--- src/rtl/argmax_stream_pkg.sv ---
// Shared types and helpers for the streaming arg-max block.
package argmax_stream_pkg;

  typedef enum logic [1:0] {
    IDLE  = 2'd0,
    ACCUM = 2'd1,
    HOLD  = 2'd2
  } state_e;

  function automatic int clog2(input int v);
    int r;
    r = 0;
    for (int i = 0; i < 31; i++) begin
      if ((1 << i) < v) r = i + 1;
    end
    return r;
  endfunction

endpackage

--- src/rtl/argmax_stream_cmp.sv ---
// Strict greater-than between an incoming score and the running best.
module argmax_cmp #(
  parameter int DATA_W      = 16,
  parameter int SIGNED_MODE = 1
) (
  input  logic [DATA_W-1:0] new_i,
  input  logic [DATA_W-1:0] best_i,
  output logic              gt_o
);

  if (SIGNED_MODE != 0) begin : g_signed
    assign gt_o = $signed(new_i) > $signed(best_i);
  end else begin : g_unsigned
    assign gt_o = new_i > best_i;
  end

endmodule

--- src/rtl/argmax_stream.sv ---
// Streaming arg-max over frames of N_CLASSES scores; one score per cycle.
module argmax_stream
  import argmax_stream_pkg::*;
#(
  parameter int  N_CLASSES   = 10,
  parameter int  DATA_W      = 16,
  parameter int  SIGNED_MODE = 1,
  localparam int IDX_W       = (clog2(N_CLASSES) < 1) ? 1 : clog2(N_CLASSES)
) (
  input  logic              ArgMax_CLOCK,
  input  logic              ArgMax_RESETn,
  input  logic              ArgMax_Start,
  input  logic              ArgMax_InValid,
  output logic              ArgMax_InReady,
  input  logic [DATA_W-1:0] ArgMax_InBUS,
  output logic              ArgMax_OutValid,
  input  logic              ArgMax_OutReady,
  output logic [IDX_W-1:0]  ArgMax_OutBUS,
  output logic [DATA_W-1:0] ArgMax_OutMax,
  output logic              ArgMax_Busy
);

  localparam logic [IDX_W-1:0] LAST = IDX_W'(N_CLASSES - 1);

  state_e            state_q, state_d;
  logic [IDX_W-1:0]  cnt_q, cnt_d;
  logic [IDX_W-1:0]  bidx_q, bidx_d;
  logic [IDX_W-1:0]  oidx_q, oidx_d;
  logic [DATA_W-1:0] best_q, best_d;
  logic [DATA_W-1:0] omax_q, omax_d;
  logic              ov_q, ov_d;
  logic              busy_q, busy_d;
  logic              gt;
  logic              take;

  argmax_cmp #(
    .DATA_W     (DATA_W),
    .SIGNED_MODE(SIGNED_MODE)
  ) u_cmp (
    .new_i (ArgMax_InBUS),
    .best_i(best_q),
    .gt_o  (gt)
  );

  // First score of a frame always wins; later ones must be strictly greater.
  assign take = (cnt_q == '0) || gt;

  always_comb begin
    state_d = state_q;
    cnt_d   = cnt_q;
    best_d  = best_q;
    bidx_d  = bidx_q;
    oidx_d  = oidx_q;
    omax_d  = omax_q;
    unique case (state_q)
      IDLE: begin
        if (ArgMax_Start) begin
          state_d = ACCUM;
          cnt_d   = '0;
          best_d  = '0;
          bidx_d  = '0;
        end
      end
      ACCUM: begin
        if (ArgMax_Start) begin
          cnt_d  = '0;
          best_d = '0;
          bidx_d = '0;
        end else if (ArgMax_InValid) begin
          cnt_d = cnt_q + 1'b1;
          if (take) begin
            best_d = ArgMax_InBUS;
            bidx_d = cnt_q;
          end
          if (cnt_q == LAST) begin
            state_d = HOLD;
            oidx_d  = take ? cnt_q : bidx_q;
            omax_d  = take ? ArgMax_InBUS : best_q;
          end
        end
      end
      HOLD: begin
        if (ArgMax_OutReady) begin
          state_d = ArgMax_Start ? ACCUM : IDLE;
          cnt_d   = '0;
        end
      end
      default: state_d = IDLE;
    endcase
  end

  assign ov_d   = (state_d == HOLD);
  assign busy_d = (state_d != IDLE);

  always_ff @(posedge ArgMax_CLOCK or negedge ArgMax_RESETn) begin
    if (!ArgMax_RESETn) begin
      state_q <= IDLE;
      cnt_q   <= '0;
      best_q  <= '0;
      bidx_q  <= '0;
      oidx_q  <= '0;
      omax_q  <= '0;
      ov_q    <= 1'b0;
      busy_q  <= 1'b0;
    end else begin
      state_q <= state_d;
      cnt_q   <= cnt_d;
      best_q  <= best_d;
      bidx_q  <= bidx_d;
      oidx_q  <= oidx_d;
      omax_q  <= omax_d;
      ov_q    <= ov_d;
      busy_q  <= busy_d;
    end
  end

  assign ArgMax_InReady  = (state_q == ACCUM);
  assign ArgMax_OutValid = ov_q;
  assign ArgMax_OutBUS   = oidx_q;
  assign ArgMax_OutMax   = omax_q;
  assign ArgMax_Busy     = busy_q;

endmodule

--- config.mk ---
export PLATFORM = sky130hd
export DESIGN_NAME = argmax_stream
export DESIGN_NICKNAME = d
export VERILOG_FILES = /design/src/rtl/argmax_stream_pkg.sv /design/src/rtl/argmax_stream_cmp.sv /design/src/rtl/argmax_stream.sv
export SDC_FILE = /design/constraint.sdc
export NUM_CORES = 1
export LEC_CHECK = 0
export CAP_MARGIN = 20
export CORE_AREA = 4 4 74 76
export DETAILED_ROUTE_END_ITERATION = 16
export DIE_AREA = 0 0 78 80
export MAX_ROUTING_LAYER = met4
export PLACE_DENSITY_LB_ADDON = 0.05
export SYNTH_ARGS = -nofsm -noshare
export SYNTH_HDL_FRONTEND = slang
export SYNTH_HIERARCHICAL = 1
export SYNTH_SLANG_ARGS = --single-unit
--- constraint.sdc ---
create_clock -name ArgMax_CLOCK -period 7.6 [get_ports ArgMax_CLOCK]
set_clock_uncertainty 0.05 [all_clocks]
set_input_delay 1.14 -clock ArgMax_CLOCK [delete_from_list [all_inputs] [get_ports ArgMax_CLOCK]]
set_output_delay 1.14 -clock ArgMax_CLOCK [all_outputs]
set_load 0.02 [all_outputs]
# --- Yosys cells after proc, flatten, opt, wreduce, memory -nomap -nowiden ---
# Cells that the tools add are included.
word_totals:
  register_bits: 48
op_classes:
  bitwise_logic: 1
  n_mux: 21
  eq_ne: 7
  n_addsub: 1
  reduce_logical: 9
  magnitude_cmp: 1
op_table:
  columns: ["op", "n"]
  rows:
  - ["$mux 16", 4]
  - ["$pmux 16 s2", 1]
  - ["$mux 4", 7]
  - ["$gt 16x16->1", 1]
  - ["$pmux 4 s3", 1]
  - ["$mux 2", 5]
  - ["$pmux 4 s2", 1]
  - ["$reduce_and 4->1", 2]
  - ["$pmux 2 s3", 1]
  - ["$add 4x1->4 const B", 1]
  - ["$eq 2x2->1 const B", 2]
  - ["$eq 4x4->1 const B", 1]
  - ["$logic_not 4->1", 1]
  - ["$ne 2x2->1 const B", 2]
  - ["$reduce_bool 2->1", 2]
  - ["$ne 3x3->1 const B", 1]
  - ["$reduce_and 3->1", 1]
  - ["$reduce_bool 3->1", 1]
  - ["$eq 2x1->1 const B", 1]
  - ["$logic_not 2->1", 1]
  - ["$logic_or 1x1->1", 1]
  - ["$mux 1", 1]
  - ["$not 1->1", 1]

# --- Depth between registers and ports, before layout ---
# Gate-level depths: netlist of run 1.
logic_depth:
  word_depth: 6
  mapped_depth: 10
  ltp_nobuf: 9

# --- By module ---
# Netlist of run 1, hierarchy kept.
by_module_without_submodules:
  columns: ["mod", "area_each_um2", "n_inst", "cells_each", "seq_area_each_um2"]
  rows:
  - ["argmax_stream", 2296.0, 1, 216, 1201.2]
  - ["argmax_cmp", 416.6, 1, 58, 0.0]

# --- Least setup slack after synthesis of run 1 ---
# Ideal clock, no wire load.
synth_path:
  path_type: "input port to flip-flop"
  startpoint: "in ArgMax_InBUS[15]"
  endpoint: "reg oidx_q[2], in the netlist ArgMax_OutBUS[2]"
  required_time_ns: 7.455
  setup_ns: 0.095
  setup_slack_ns: 4.431
  stages: 9
  t_arrival_ns: 3.024
  path_cell_list: "ha_1 nand4_2 or4_1 o21ai_0 a31oi_1 inv_1 clkbuf_1 a21oi_1 o31ai_1"
synth_between:
  elab_chain_cells: 3
synth_rtl:
  columns: ["item", "line", "text"]
  rows:
  - ["start, declared", "argmax_stream.sv:15", "input logic [DATA_W-1:0] ArgMax_InBUS,"]
  - ["$gt 16x16->1", "argmax_stream_cmp.sv:12", "assign gt_o = $signed(new_i) > $signed(best_i);"]
  - ["net gt", "argmax_stream.sv:33", "logic gt;"]
  - ["$logic_or 1x1->1", "argmax_stream.sv:46", "assign take = (cnt_q == '0) || gt;"]
  - ["$mux 4", null, null]
  - ["end signal, assigned", "argmax_stream.sv:110", "oidx_q <= oidx_d;"]
  - ["end, declared", "argmax_stream.sv:28", "logic [IDX_W-1:0] oidx_q, oidx_d;"]
# The timed path passes the listed nets, and every way through them passes these cells.
# A chain may end at the register's enable or synchronous reset.

# --- Worst setup path after layout of run 1 ---
layout_path:
  startpoint: "in ArgMax_InBUS[1]"
  endpoint: "reg best_q[14]"
layout_between:
  elab_chain_cells: 6
layout_rtl:
  columns: ["item", "line", "text"]
  rows:
  - ["$gt 16x16->1", "argmax_stream_cmp.sv:12", null]
  - ["net gt", "argmax_stream.sv:33", null]
  - ["$logic_or 1x1->1", "argmax_stream.sv:46", null]
  - ["$mux 16 (3 in series)", null, null]
  - ["$pmux 16 s2", null, null]
  - ["end signal, assigned", "argmax_stream.sv:108", "best_q <= best_d;"]
  - ["end, declared", "argmax_stream.sv:29", "logic [DATA_W-1:0] best_q, best_d;"]
# The timed path passes the listed nets, and every way through them passes these cells. The select of a mux whose other input is x is not followed.

==> results of run 1 <==
-- stage by stage --
| stage | util (%) | cells |
|---|---|---|
| after floorplan | - | 274 |
| after global placement | 66.15 | 367 |
| after detailed placement | 66.15 | 367 |
| after CTS | 68.50 | 375 |
| after global routing | 68.93 | 376 |
| final | 68.93 | 376 |
-- placed cells by master (no fill, tap or decap), types with 2 or more instances in the layout --
cell / instances
a21o_1: 2
a21oi_1: 27
a22o_1: 3
a22o_2: 15
a2bb2oi_1: 2
a31oi_1: 19
buf_4: 3
clkbuf_8: 5
clkdlybuf4s50_1: 42
dfrtp_1: 48
ha_1: 19
inv_1: 25
mux2i_1: 2
nand2_1: 7
nand2b_1: 2
nand3_1: 19
nand4_1: 4
nor2_1: 6
nor2b_1: 3
o211ai_1: 2
o21ai_0: 24
o31ai_1: 5
-- power groups by stage --
stage	clock network [uW]	registers, uW	logic, uW
after CTS	190	333	321
after floorplan	0	346	205
after detailed placement	0	338	319
after global placement	0	337	313
final	188	334	324
after global routing	206	340	353
-- metal layers --
metal | part of all wire, % | track usage, %
met1 | 46 | 30.61
met4 | 1.7 | 9.091
met2 | 47 | 34.08
met5 | 0 | -
met3 | 5.3 | 4.063
-- worst max-delay path, cell delays in order --
cell and delay [ps]:
clkdlybuf4s50_1 450, ha_1 310, nor2b_1 120, o211ai_1 110, a2111o_1 380, a31oi_1 710, inv_1 620, a21oi_4 610
a22o_2 230
-- state kept, by name, indices dropped and copies added, names as in the netlist --
register         count
ArgMax_Busy          1
best_q              16
cnt_q                4
bidx_q               4
state_q              2
ArgMax_OutBUS        4
ArgMax_OutValid      1
ArgMax_OutMax       16
-- cell families after synthesis --
logic type | count (synthesis)
compound gates | 107
mux | 2
flops | 48
buf+inv | 45
simple gates | 53
fa+ha+maj | 19
-- path summary, 6_finish.rpt --
check,end,slack [ps]
worst max-delay path,best_q[14],3090
worst min-delay path,bidx_q[0],470
worst max register to register,best_q[14],3990
worst min register to register,bidx_q[0],470
max in group asynchronous,best_q[15],6380
min in group asynchronous,ArgMax_OutMax[5],640
-- area by class of cell --
cell class,count,area [um2],share of cell area (%)
multi-input cells,181,1297,39.85
flip-flops and latches,48,1201,36.89
repair buffers,47,467.9,14.37
inverters,25,93.84,2.882
well taps,67,83.83,2.575
clock buffers,5,68.82,2.114
clock inverters,3,42.54,1.307
==> run_results.csv, run 1 <==
group,metric,value,unit
status,status,"complete, no violations",
hold_path,hold_class,"flip-flop to flip-flop",
sta,finalSetupViolCount,0,
synth,synth_top_area_share,44.28,%
synth,synthSimpleGateAreaFrac,11.44,%
clock_tree,cts_tree,"done",
synth,muxShareOfSynthArea,0.7380,%
power,internal_power,519.5,uW
power,swShare,38.57,%
place,gp_congestion,0.8170,
global_route,grt_antenna_before_repair,0,
power,comb_power_share,38.3,%
clock_tree,cts_sinks,48,
global_route,grt_usage,22.68,%
floorplan,rows,25,
floorplan,dieArea,6240,um2
clock_tree,cts.clk_slew.worst_paths,90,ps
clock_tree,numCtsBuffers,5,
power,powerDensity,259.8,nW/um2
sta,setup_tns,0,ps
synth,ys.flop_type,"dfrtp_1",
layout,num_antenna_cells,0,
drt,drt-vias-per-instance,6.122,
synth,synth_top_family_by_area,"compound AO/OA/AOI/OAI gates",
power,total_power,845.7,uW
sta,timing.slew.headroom,38.33,%
power,seqPwrFrac,39.5,%
synth,ys_types,42,
setup_path,startpoint,"ArgMax_InBUS[1]",
sta,rsz0062_at_grt,"no",
clock_tree,cts_root_buf,"clkbuf_8",
synth,yosys-top-cells-count,"dfrtp_1 (48), a21oi_1 (27), inv_1 (25), o21ai_0 (24)",
drt,via_count,2302,
place,dp_slack,2825,ps
drt,avgRoutedWirePerCell,17.46,um
synth,synth-seq-cells,48,
floorplan,die_y,80,um
synth,netlist_area,2713,um2
clock_tree,cts_hold_buf,0,
setup_path,worstReg2RegStart,"best_q[1]",
drt,drt_iter0_markers,163,
sta,tightestPinTransition,920.8,ps
drt,ant_nets,0,
power,power_switching,326.2,uW
global_route,grt.overflow.total,0,
power,ir_drop,0.1303,mV
global_route,grt_pass1_wl,10810,um
sta,hold_ws,472.4,ps
sta,min_period,4511,ps
hold_path,min-delay-start,"bidx_q[0]",
layout,area_growth,20.02,%
setup_path,critical_path_required,7790,ps
setup_path,endpoint_kind,"flip-flop",
synth,yosys_warnings,6,
layout,fill_cells,373,
synth,syn_inst,274,
sta,slew_violations,0,
setup_path,critPathLaunchType,"primary input",
place,dpl.hpwl,4363,um
setup_path,crit_fanout,21,
clock_tree,postCtsSetupBuffers,0,
layout,nNetsFinal,348,
setup_path,reg2regPathDepth,9,
synth,yosys.area.top_type,"dfrtp_1",
clock_tree,cts.path.max_buffers,2,
sta,fin_crit_sh,59.36,%
clock_tree,clk_latency,300,ps
place,place_area,3124,um2
drt,wl,6564,um
global_route,grt_max_degree,49,
synth,syn_area_per_cell,9.900,um2
clock_tree,h-tree-depth,2,
layout,drive_above_1_share,11.00,%
sta,setup_ws,3089,ps
setup_path,criticalPathCategory,"primary input to flip-flop",
synth,synth-compound-area-share,26.89,%
sta,hold_viol,0,
power,clkPwrFrac,22.2,%
synth,seq_area_frac_synth,44.28,%
synth,synth_nets,314,
synth,synth_edf_count,0,
synth,synthTopCellsByArea,"dfrtp_1 (44%), ha_1 (8.8%), a22o_2 (5.5%)",
synth,async_flop_share,100.0,%
synth,synth_xor_area_share,0,%
drt,dr.pass1.iters,4,
clock_tree,post_cts_resize_count,0,
floorplan,core_area,4723,um2
setup_path,arrival,4700,ps
floorplan,floorplan.initialDensity,57.43,%
global_route,grt_pass1_vias,2226,
place,io_buffers,43,
floorplan,ios,44,
synth,synth_fa_ha_area_share,8.764,%
layout,postLayoutCellArea,3256,um2
hold_path,whs_path_depth,1,
synth,yosysMostFrequentCell,"dfrtp_1",
drt,drc,0,
floorplan,fp.dieW,78,um
power,leakage,0.001406,uW
sta,fmax,221.7,MHz
run,maxCapViolCount,0,
(Power assumes the default switching activity.)
==> run 2, diff against run 1 <==
--- a/config.mk
+++ b/config.mk
@@ -6,9 +6,9 @@
 export NUM_CORES = 1
 export LEC_CHECK = 0
 export CAP_MARGIN = 20
-export CORE_AREA = 4 4 74 76
+export CORE_AREA = 4 4 77 79
 export DETAILED_ROUTE_END_ITERATION = 16
-export DIE_AREA = 0 0 78 80
+export DIE_AREA = 0 0 81 83
 export MAX_ROUTING_LAYER = met4
 export PLACE_DENSITY_LB_ADDON = 0.05
 export SYNTH_ARGS = -nofsm -noshare
==> constraint.sdc (replaced) <==
create_clock -name ArgMax_CLOCK -period 4.18 [get_ports ArgMax_CLOCK]
set_clock_uncertainty 0.05 [all_clocks]
set_input_delay 0.627 -clock ArgMax_CLOCK [delete_from_list [all_inputs] [get_ports ArgMax_CLOCK]]
set_output_delay 0.627 -clock ArgMax_CLOCK [all_outputs]
set_load 0.02 [all_outputs]
==> run 2 against run 1 <==
Cell area is 0.77% higher. Sequential power is 81% higher. Routed wire length hardly changed. Setup slack worse by 2200 ps. Cell count is 2.1% higher. Flip-flop and latch count stayed put. Utilization is 7.5 points lower. Clock power is 77% higher. Via count is 0.48% lower. Largest power group unchanged. First-iteration DRC count is 12% higher.
==> run_results.csv, run 2 (synthesized netlist as in run 1, its figures left out) <==
group,metric,value,unit
drt,ant_nets,0,
sta,rsz0062_at_grt,"no",
clock_tree,cts_root_buf,"clkbuf_8",
floorplan,fp.dieW,81,um
place,dpl.hpwl,4390,um
drt,wl,6558,um
drt,wl_met3,326,um
layout,postLayoutCellArea,3281,um2
clock_tree,h-tree-depth,2,
global_route,grt_pass1_wl,11260,um
power,leakage,0.001422,uW
sta,setup_tns,0,ps
floorplan,ios,44,
sta,timing.slew.headroom,45.10,%
drt,drt_iter0_markers,183,
global_route,grt_usage,21.64,%
floorplan,die_y,83,um
sta,tightestPinTransition,823.6,ps
floorplan,core_area,5338,um2
layout,nNetsFinal,351,
drt,drc,0,
sta,min_period,3261,ps
clock_tree,cts.path.max_buffers,2,
clock_tree,postCtsSetupBuffers,0,
clock_tree,cts.clk_slew.worst_paths,90,ps
global_route,grt.overflow.total,0,
clock_tree,numCtsBuffers,5,
place,gp_congestion,0.7925,
setup_path,arrival,3400,ps
place,io_buffers,43,
sta,fmax,306.7,MHz
setup_path,endpoint_kind,"flip-flop",
layout,drive_above_1_share,11.54,%
clock_tree,cts_hold_buf,0,
layout,layout_common_cells,"dfrtp_1 (48), clkdlybuf4s50_1 (42), a21oi_1 (27)",
clock_tree,clk_latency,300,ps
hold_path,hold_class,"primary input to asynchronous set/reset pin",
setup_path,crit_fanout,18,
status,status,"complete, no violations",
layout,final_common_cell,"dfrtp_1",
place,place_area,3153,um2
clock_tree,post_cts_resize_count,0,
clock_tree,cts_sinks,48,
layout,area_growth,20.94,%
global_route,grt_antenna_before_repair,0,
clock_tree,cts_tree,"done",
run,maxCapViolCount,0,
sta,hold_ws,105.1,ps
drt,via_count,2291,
floorplan,rows,27,
drt,drt-vias-per-instance,5.966,
sta,finalSetupViolCount,0,
sta,slew_violations,0,
floorplan,dieArea,6723,um2
sta,hold_viol,0,
drt,met2_length,3130,um
drt,highest_layer,"met4",
drt,wl_met1,3058,um
setup_path,criticalPathCategory,"primary input to flip-flop",
power,ir_drop,0.1920,mV
drt,dr.pass1.iters,4,
setup_path,critical_path_required,4320,ps
drt,avgRoutedWirePerCell,17.08,um
layout,num_antenna_cells,0,
place,post-place-cells,375,
global_route,grt_max_degree,49,
global_route,grt_pass1_vias,2262,
floorplan,floorplan.initialDensity,50.82,%
power,powerDensity,469.6,nW/um2
sta,fin_crit_sh,78.01,%
layout,stdcell_count,384,
setup_path,critPathLaunchType,"primary input",
==> run 2: cell count changes in the layout (fill, tap and decap cells not counted) <==
cell        delta
clkinvlp_4     -1
buf_4          +3
clkbuf_1       +1
==> run 2: where the power goes <==
part | internal, uW | switching, uW
Clock | 178 | 155
Sequential | 539 | 66.7
Combinational | 236 | 365
==> run 2: layout make-up <==
type,instances,area [um2]
Clock buffer,6,72.57
Clock inverter,2,35.03
Fill cell,488,2057
Inverter,25,93.84
Multi-Input combinational cell,181,1297
Sequential cell,48,1201
Tap cell,72,90.09
Timing Repair Buffer,50,490.5
==> run 2: worst paths after layout <==
path                             startpoint                end  slack (ps)  cells after the start
max in group asynchronous     ArgMax_RESETn  ArgMax_OutMax[12]        3510                      2
max                        ArgMax_InBUS[15]         best_q[11]         920                     10
min in group ArgMax_CLOCK         bidx_q[1]          bidx_q[1]         470                      1
min                           ArgMax_RESETn   ArgMax_OutBUS[3]         110                      1
min reg2reg                       bidx_q[1]          bidx_q[1]         470                      1
max reg2reg                      best_q[15]         best_q[11]        1320                     10
==> run 2: worst max-delay path: stages <==
cell	delay [ps]
clkdlybuf4s50_1	460
ha_1	370
nand4_2	170
or4_1	540
o21ai_0	90
a31oi_1	80
buf_4	180
inv_1	340
a21oi_4	250
a22o_2	290
==> run 2: through the flow <==
| stage | total power, uW | util (%) | setup WS [ps] |
|---|---|---|---|
| floorplan | 1002 | - | 1524 |
| global placement | 1205 | 59.07 | 706.1 |
| detailed placement | 1209 | 59.07 | 593.7 |
| CTS | 1542 | 61.09 | 909.0 |
| global route | 1641 | 61.46 | 713.4 |
| finish | 1541 | 61.46 | 919.4 |
==> run 2: layer usage <==
metal | global-route usage [%] | vias to the layer above
met2 | 33.68 | 72
met5 | - | -
li1 | - | 1082
met4 | 4.455 | 0
met1 | 29.50 | 1133
met3 | 4.121 | 4
==> run 3, diff against run 2 <==
==> constraint.sdc (replaced) <==
create_clock -name ArgMax_CLOCK -period 3.2 [get_ports ArgMax_CLOCK]
set_clock_uncertainty 0.05 [all_clocks]
set_input_delay 0.48 -clock ArgMax_CLOCK [delete_from_list [all_inputs] [get_ports ArgMax_CLOCK]]
set_output_delay 0.48 -clock ArgMax_CLOCK [all_outputs]
set_load 0.02 [all_outputs]
==> run 3 against run 2 <==
Sequential power up 30%. Register-to-register slack worse by 770 ps. Flip-flop and latch count unchanged. Largest cell class unchanged. Largest power group is now combinational logic.
==> run_results.csv, run 3 (synthesized netlist as in run 1, its figures left out) <==
group,metric,value,unit
floorplan,core_area,5338,um2
setup_path,crit_fanout,11,
power,seqPwrFrac,40.1,%
layout,num_antenna_cells,0,
drt,avgRoutedWirePerCell,17.29,um
floorplan,ios,44,
layout,multiInputGateArea,1297,um2
sta,timing.slew.headroom,48.14,%
layout,drive_above_1_share,13.25,%
drt,via_count,2291,
setup_path,endpoint_kind,"flip-flop",
clock_tree,post_cts_resize_count,0,
setup_path,critical_path_required,3400,ps
layout,final_common_cell,"dfrtp_1",
sta,finalSetupViolCount,0,
sta,slew_violations,0,
sta,setup_tns,0,ps
clock_tree,cts_root_buf,"clkbuf_8",
power,power_switching,768.6,uW
sta,hold_viol,0,
setup_path,startpoint,"ArgMax_InBUS[11]",
setup_path,arrival,3070,ps
setup_path,critPathLaunchType,"primary input",
global_route,grt_antenna_before_repair,0,
setup_path,criticalPathCategory,"primary input to flip-flop",
clock_tree,cts_tree,"done",
floorplan,dieArea,6723,um2
layout,stdcell_count,389,
sta,min_period,2878,ps
place,post-place-cells,381,
clock_tree,cts.path.max_buffers,2,
power,powerDensity,598.2,nW/um2
floorplan,floorplan.initialDensity,50.82,%
place,gp_congestion,0.8068,
status,status,"complete, no violations",
global_route,grt_usage,22.14,%
power,internal_power,1200,uW
setup_path,cp-endpoint,"best_q[1]",
clock_tree,cts_hold_buf,0,
drt,ant_nets,0,
layout,register_area,1201,um2
drt,wl,6726,um
layout,nNetsFinal,356,
sta,rsz0062_at_grt,"no",
drt,drt-vias-per-instance,5.889,
power,swShare,39.05,%
setup_path,worstReg2RegStart,"best_q[7]",
clock_tree,clk_latency,300,ps
power,leakage,0.001439,uW
setup_path,reg2regPathDepth,8,
clock_tree,postCtsSetupBuffers,0,
layout,layout_common_cells,"dfrtp_1 (48), clkdlybuf4s50_1 (42), a21oi_1 (27)",
sta,fmax,347.4,MHz
global_route,grt.overflow.total,0,
sta,setup_ws,321.7,ps
clock_tree,numCtsBuffers,5,
hold_path,hold_class,"primary input to asynchronous set/reset pin",
power,clkPwrFrac,19.1,%
drt,drt_iter0_markers,163,
floorplan,rows,27,
global_route,grt_pass1_wl,11340,um
place,dpl.hpwl,4710,um
floorplan,die_y,83,um
setup_path,rr_endpoint,"best_q[1]",
place,dp_slack,21.41,ps
global_route,grt_max_degree,34,
setup_path,max_stage_delay,510,ps
layout,fill_cells,504,
drt,dr.pass1.iters,5,
setup_path,worstPathCellList,"clkdlybuf4s50_1, ha_1, nand4_1, or4_1, o21ai_0, a31oi_1, buf_4, o311ai_4, buf_4, a22o_2",
setup_path,critPathSlowestCell,"or4_1",
clock_tree,cts_sinks,48,
layout,area_growth,21.31,%
sta,tightestPinTransition,777.8,ps
power,ir_drop,0.2349,mV
run,maxCapViolCount,0,
floorplan,fp.dieW,81,um
setup_path,critPathMostFrequentCell,"buf_4",
place,io_buffers,43,
clock_tree,cts.clk_slew.worst_paths,90,ps
setup_path,rrSetupSlack,550,ps
sta,fin_crit_sh,89.95,%
global_route,grt_pass1_vias,2299,
drt,drc,0,
clock_tree,h-tree-depth,2,
power,comb_power_share,40.7,%
-- run 3: worst min-delay path by stage --
| stage | start | to | slack, ps | cells after the start |
|---|---|---|---|---|
| after global routing | ArgMax_RESETn | best_q[8] | 240 | 1 |
| after floorplan | ArgMax_RESETn | ArgMax_Busy | 130 | 0 |
| after global placement | bidx_q[1] | bidx_q[1] | 450 | 1 |
| final | ArgMax_RESETn | best_q[9] | 190 | 1 |
| after detailed placement | bidx_q[0] | bidx_q[0] | 440 | 1 |
| after CTS | ArgMax_RESETn | cnt_q[1] | 210 | 1 |
-- run 3: layout make-up --
class | instances | share of cell area [%]
clock inverters | 2 | 0.3042
flip-flops and latches | 48 | 36.50
repair buffers | 55 | 15.67
clock buffers | 6 | 2.510
well taps | 72 | 2.738
multi-input cells | 181 | 39.43
inverters | 25 | 2.852
-- run 3: stage by stage --
step | util, % | hold WS (ps) | area, um2 | total power (uW)
final | 61.65 | 189.8 | 3291 | 1968
after CTS | 61.65 | 205.3 | 3291 | 1988
after floorplan | - | 134.4 | 2713 | 1309
after global routing | 61.65 | 236.8 | 3291 | 2111
after detailed placement | 59.92 | 443.3 | 3198 | 1608
after global placement | 59.92 | 449.3 | 3198 | 1599
-- run 3: worst max-delay path, delay by kind of cell --
family,cells,cell delay (ps)
fa+ha+maj,1,350
compound gates,4,660
simple gates,2,670
buf+inv,3,920
-- run 3: power groups by stage --
stage	logic (uW)	clock network (uW)	registers, uW
after floorplan	487	0	822
after global placement	797	0	801
after detailed placement	807	0	801
after CTS	808	390	790
after global routing	897	407	807
final	802	377	790
-- run 3: routing by layer --
| metal | GRT usage (%) | routed length (um) | up-vias |
|---|---|---|---|
| li1 | - | - | 1093 |
| met1 | 30.72 | 3051 | 1119 |
| met2 | 33.83 | 3205 | 72 |
| met3 | 2.169 | 363 | 7 |
| met4 | 7.527 | 106 | 0 |
| met5 | - | 0 | - |
==> RTL edit 1, RTL diff (flow settings as in run 2) <==
`DATA_W` is set to 16 in 2 places; all go to 24.
--- a/src/rtl/argmax_stream_cmp.sv
+++ b/src/rtl/argmax_stream_cmp.sv
@@ -2,3 +2,3 @@
 module argmax_cmp #(
-  parameter int DATA_W      = 16,
+  parameter int DATA_W      = 24,
   parameter int SIGNED_MODE = 1
--- a/src/rtl/argmax_stream.sv
+++ b/src/rtl/argmax_stream.sv
@@ -5,3 +5,3 @@
   parameter int  N_CLASSES   = 10,
-  parameter int  DATA_W      = 16,
+  parameter int  DATA_W      = 24,
   parameter int  SIGNED_MODE = 1,
Ports: changed (resized ArgMax_InBUS and ArgMax_OutMax); port bits go from 44 to 60. The function was not compared with the original's and may differ.
==> RTL edit 1 against run 2 <==
Setup slack worse by 0.20 ns. Critical path depth is 1 higher. Sequential cell count up 16. Sequential share of layout area down 0.26 points. Count of clock-buffer cells in the layout rose by 8. Area after synthesis rose by 34%. Routed wire length increased by 50%. Largest cell class unchanged. Total power increased by 75%. Via count increased by 43%. Cell area increased by 34%. Die area did not move. Maximum frequency down 5.8%.
==> RTL edit 1: results <==
set metrics [dict create \
    outcome "finished, final reports clean" \
    cts.htree.levels 3 \
    rrSetupSlack_ns 1.08 \
    min_period_ns 3.46 \
    num_antenna_cells 0 \
    insertion_delay_ns 0.34 \
    wl_per_cell_um 19.8 \
    crit_fanout 19 \
    first_global_vias 3428 \
    synth.top_cells.by_count "64 x dfrtp_1, 40 x a21oi_1, 33 x inv_1, 33 x nand3_1, 32 x o21ai_0" \
    numCtsBuffers 9 \
    syn_nets 424 \
    grt_pass1_wl_mm 16.5 \
    track_usage_pct 32.5 \
    synthTopCellsByArea "dfrtp_1 44%, ha_1 9.3%, a22o_2 6.1%" \
    startpoint "ArgMax_InBUS[23]" \
    synth_cell_type_count 43 \
    cts-root-buf "clkbuf_8" \
    vdd_drop_max_uv 398 \
    portBuffers 59 \
    gp_congestion 0.887 \
    drive_gt1_share_pct 13.0 \
    grt_max_degree 34 \
    clk_pin_slew_ns 0.07 \
    dp_hpwl_mm 6.24 \
    endpoint "best_q[13]$_DFFE_PN0P_" \
    r2r-start "best_q[23]$_DFFE_PN0P_" \
    first_pass_iters 5 \
    leakagePower_nw 1.89 \
    cts_hold_buf 0 \
    worstPathArrival_ns 3.69 \
    initialDrtViolationCount 250 \
    r2r_cells 11 \
    worstHoldPathType "in2async" \
    pre_cts_ws_ns 0.216 \
    nets 476 \
    vias_per_cell 6.64 \
    yosysSeqAreaShare_pct 44.0 \
    tightest_slew_ns 1.11 \
]
-- RTL edit 1: changes by cell type after synthesis, moves of 2 or more --
| cell | delta |
|---|---|
| dfrtp_1 | +16 |
| inv_1 | +8 |
| buf_1 | +2 |
| buf_6 | +3 |
| nand3_1 | +14 |
| ha_1 | +8 |
| a21oi_1 | +13 |
| a31oi_1 | +7 |
| o21ai_0 | +8 |
| nand4_1 | +2 |
| a2bb2oi_1 | -2 |
| a22o_2 | +7 |
| buf_2 | +4 |
-- RTL edit 1: cell type report --
class                           count  area (µm²)
Clock buffer                       14         173
Multi-Input combinational cell    243        1740
Fill cell                         360         932
Sequential cell                    64        1600
Inverter                           33         124
Timing Repair Buffer               69         681
Tap cell                           72        90.1
-- RTL edit 1: routing by layer --
layer | global-route usage, % | wire [µm] | up-vias
met3 | 6.40 | 803 | 47
met1 | 38.9 | 3770 | 1579
met5 | - | 0 | -
met4 | 19.0 | 466 | 0
met2 | 50.3 | 4770 | 194
li1 | - | - | 1465
-- RTL edit 1: power by group --
part / internal [mW] / switching [mW]
clock network: 0.258 / 0.222
logic: 0.518 / 0.764
registers: 0.799 / 0.137
-- RTL edit 1: metrics by stage --
| step | cell area (µm²) | utilization [%] | cells |
|---|---|---|---|
| global placement | 4220 | 79.0 | 480 |
| floorplan | 3640 | - | 368 |
| detailed placement | 4220 | 79.0 | 480 |
| CTS | 4390 | 82.3 | 494 |
| finish | 4410 | 82.5 | 495 |
| global route | 4410 | 82.5 | 495 |
-- RTL edit 1: how the worst min path moves through the flow --
stage,to,slack (ns),cells after the start
floorplan,ArgMax_Busy$_DFF_PN0_,0.28,0
global placement,bidx_q[0]$_DFFE_PN0P_,0.44,1
detailed placement,bidx_q[1]$_DFFE_PN0P_,0.45,1
CTS,ArgMax_OutBUS[1]$_DFFE_PN0P_,0.30,1
global route,state_q[0]$_DFF_PN0_,0.34,1
finish,ArgMax_OutBUS[1]$_DFFE_PN0P_,0.29,1
-- RTL edit 1: cell families after synthesis --
group           synth area share, %
compound gates                 26.1
simple gates                   11.4
flops                          44.0
buf+inv                        8.29
fa+ha+maj                      9.29
mux                           0.826
-- RTL edit 1: critical path, cell delays in order --
cell and delay, ns:
clkdlybuf4s50_1 0.48, ha_1 0.40, nand4_2 0.18, nor4_2 0.37, o31ai_1 0.14, nand3_1 0.11, mux2i_2 0.28, inv_1 0.33
a21oi_4 0.40, buf_12 0.21, a22o_2 0.15
==> RTL edit 2, RTL diff (flow settings as in run 2) <==
Made on the original files. The 3 states of `state_e` get a one-hot encoding in 3 bits.
--- a/src/rtl/argmax_stream_pkg.sv
+++ b/src/rtl/argmax_stream_pkg.sv
@@ -3,6 +3,6 @@
 
-  typedef enum logic [1:0] {
-    IDLE  = 2'd0,
-    ACCUM = 2'd1,
-    HOLD  = 2'd2
+  typedef enum logic [2:0] {
+    IDLE  = 3'b001,
+    ACCUM = 3'b010,
+    HOLD  = 3'b100
   } state_e;
Function: same outputs for any inputs over 10 cycles, from zero or initial values and one cycle with ArgMax_RESETn low; not proved beyond that.
==> RTL edit 2 against run 2 <==
Cell area shrank 1.3%. Sequential power shrank 2%. Die area is the same. Total power shrank 12%. Routed wire length shrank 22%. Maximum frequency grew 3.2%. Combinational power shrank 30%. Count of clock-buffer cells in the layout grew 1. Area after synthesis shrank 2.6%. Critical path depth grew 1. Sequential cell count grew 1. Largest power group unchanged. Setup slack gained 0.10 ns. Critical endpoint is now ArgMax_OutBUS[0]$_DFFE_PN0P_.
==> RTL edit 2: results <==
set metrics [dict create \
    outcome "finished, final reports clean" \
    dpl_cell_area_mm2 0.00312 \
    crit_family "simple AND/OR/NAND/NOR gates" \
    crit_fanout 10 \
    vdd_drop_max_uv 177 \
    drive_gt1_share_pct 7.85 \
    startpoint "ArgMax_InBUS[13]" \
    worstPathArrival_ns 3.28 \
    numCtsBuffers 5 \
    endpoint "ArgMax_OutBUS[0]$_DFFE_PN0P_" \
    grt_pass1_wl_mm 9.29 \
    nets 332 \
    dp_hpwl_mm 3.68 \
    synthTopCellsByArea "dfrtp_1 45%, ha_1 9.0%, mux2i_1 6.8%" \
    leakagePower_nw 1.37 \
    tightest_slew_ns 0.613 \
    post_cts_buffers 0 \
    gp_congestion 0.762 \
    grt_max_degree 50 \
    critPathMaxStageDelay_ns 0.52 \
    syn_nets 291 \
    syn_area_per_cell_um2 10.5 \
    pre_cts_ws_ns 0.675 \
    cts-resized-gates 0 \
    portBuffers 43 \
    first_global_vias 2032 \
    r2r_cells 11 \
    initialDrtViolationCount 81 \
    worstHoldPathType "in2async" \
    hold_slack_ns 0.374 \
    num_antenna_cells 0 \
    synth_top_area_share_pct 45.5 \
    routed_wirelength_mm 5.12 \
    wl_per_cell_um 14.0 \
    use_met1_pct 22.5 \
    track_usage_pct 17.7 \
    wl_met1_mm 2.46 \
    antenna_found_initial 0 \
    min_period_ns 3.16 \
    vias_per_cell 5.28 \
    critPathSlowestCell "or4_1" \
    placed_cells 357 \
    rrSetupSlack_ns 1.41 \
    met3_length_um 135 \
    met3_usage_pct 3.58 \
    use_met2_pct 28.6 \
    dr_wl_met2_mm 2.44 \
    clk_pin_slew_ns 0.09 \
    insertion_delay_ns 0.30 \
    yosysSeqAreaShare_pct 46.4 \
    synth_cell_type_count 46 \
    synth.top_cells.by_count "48 x dfrtp_1, 27 x a21oi_1, 27 x inv_1" \
]
-- RTL edit 2: cell types whose count changed after synthesis, sizes merged, moves of 4 or more --
cell    delta
nor2      +21
nand3     -18
a31oi     -17
o21ai     -17
mux2i     +16
clkbuf     -6
o31ai      -4
-- RTL edit 2: final cells by class --
cell class	count	area, µm²
multi-input cells	161	1230
flip-flops and latches	49	1230
repair buffers	48	475
well taps	72	90.1
fillers	504	2100
clock buffers	7	86.3
inverters	27	101
clock inverters	1	30.0
-- RTL edit 2: logic make-up after synthesis --
logic type / after synthesis / share of synthesized area (%)
AND/OR/NAND/NOR: 52 / 10.9
multiplexers: 19 / 7.24
AO/OA/AOI/OAI: 69 / 18.3
buffers and inverters: 41 / 7.48
XOR/XNOR: 2 / 0.663
adder cells (fa/ha/maj): 19 / 9.00
flip-flops: 49 / 46.4
-- RTL edit 2: report_power, final --
group / switching [mW] / internal [mW]
combinational: 0.226 / 0.198
sequential: 0.0584 / 0.535
clock: 0.151 / 0.195
total: 0.435 / 0.928
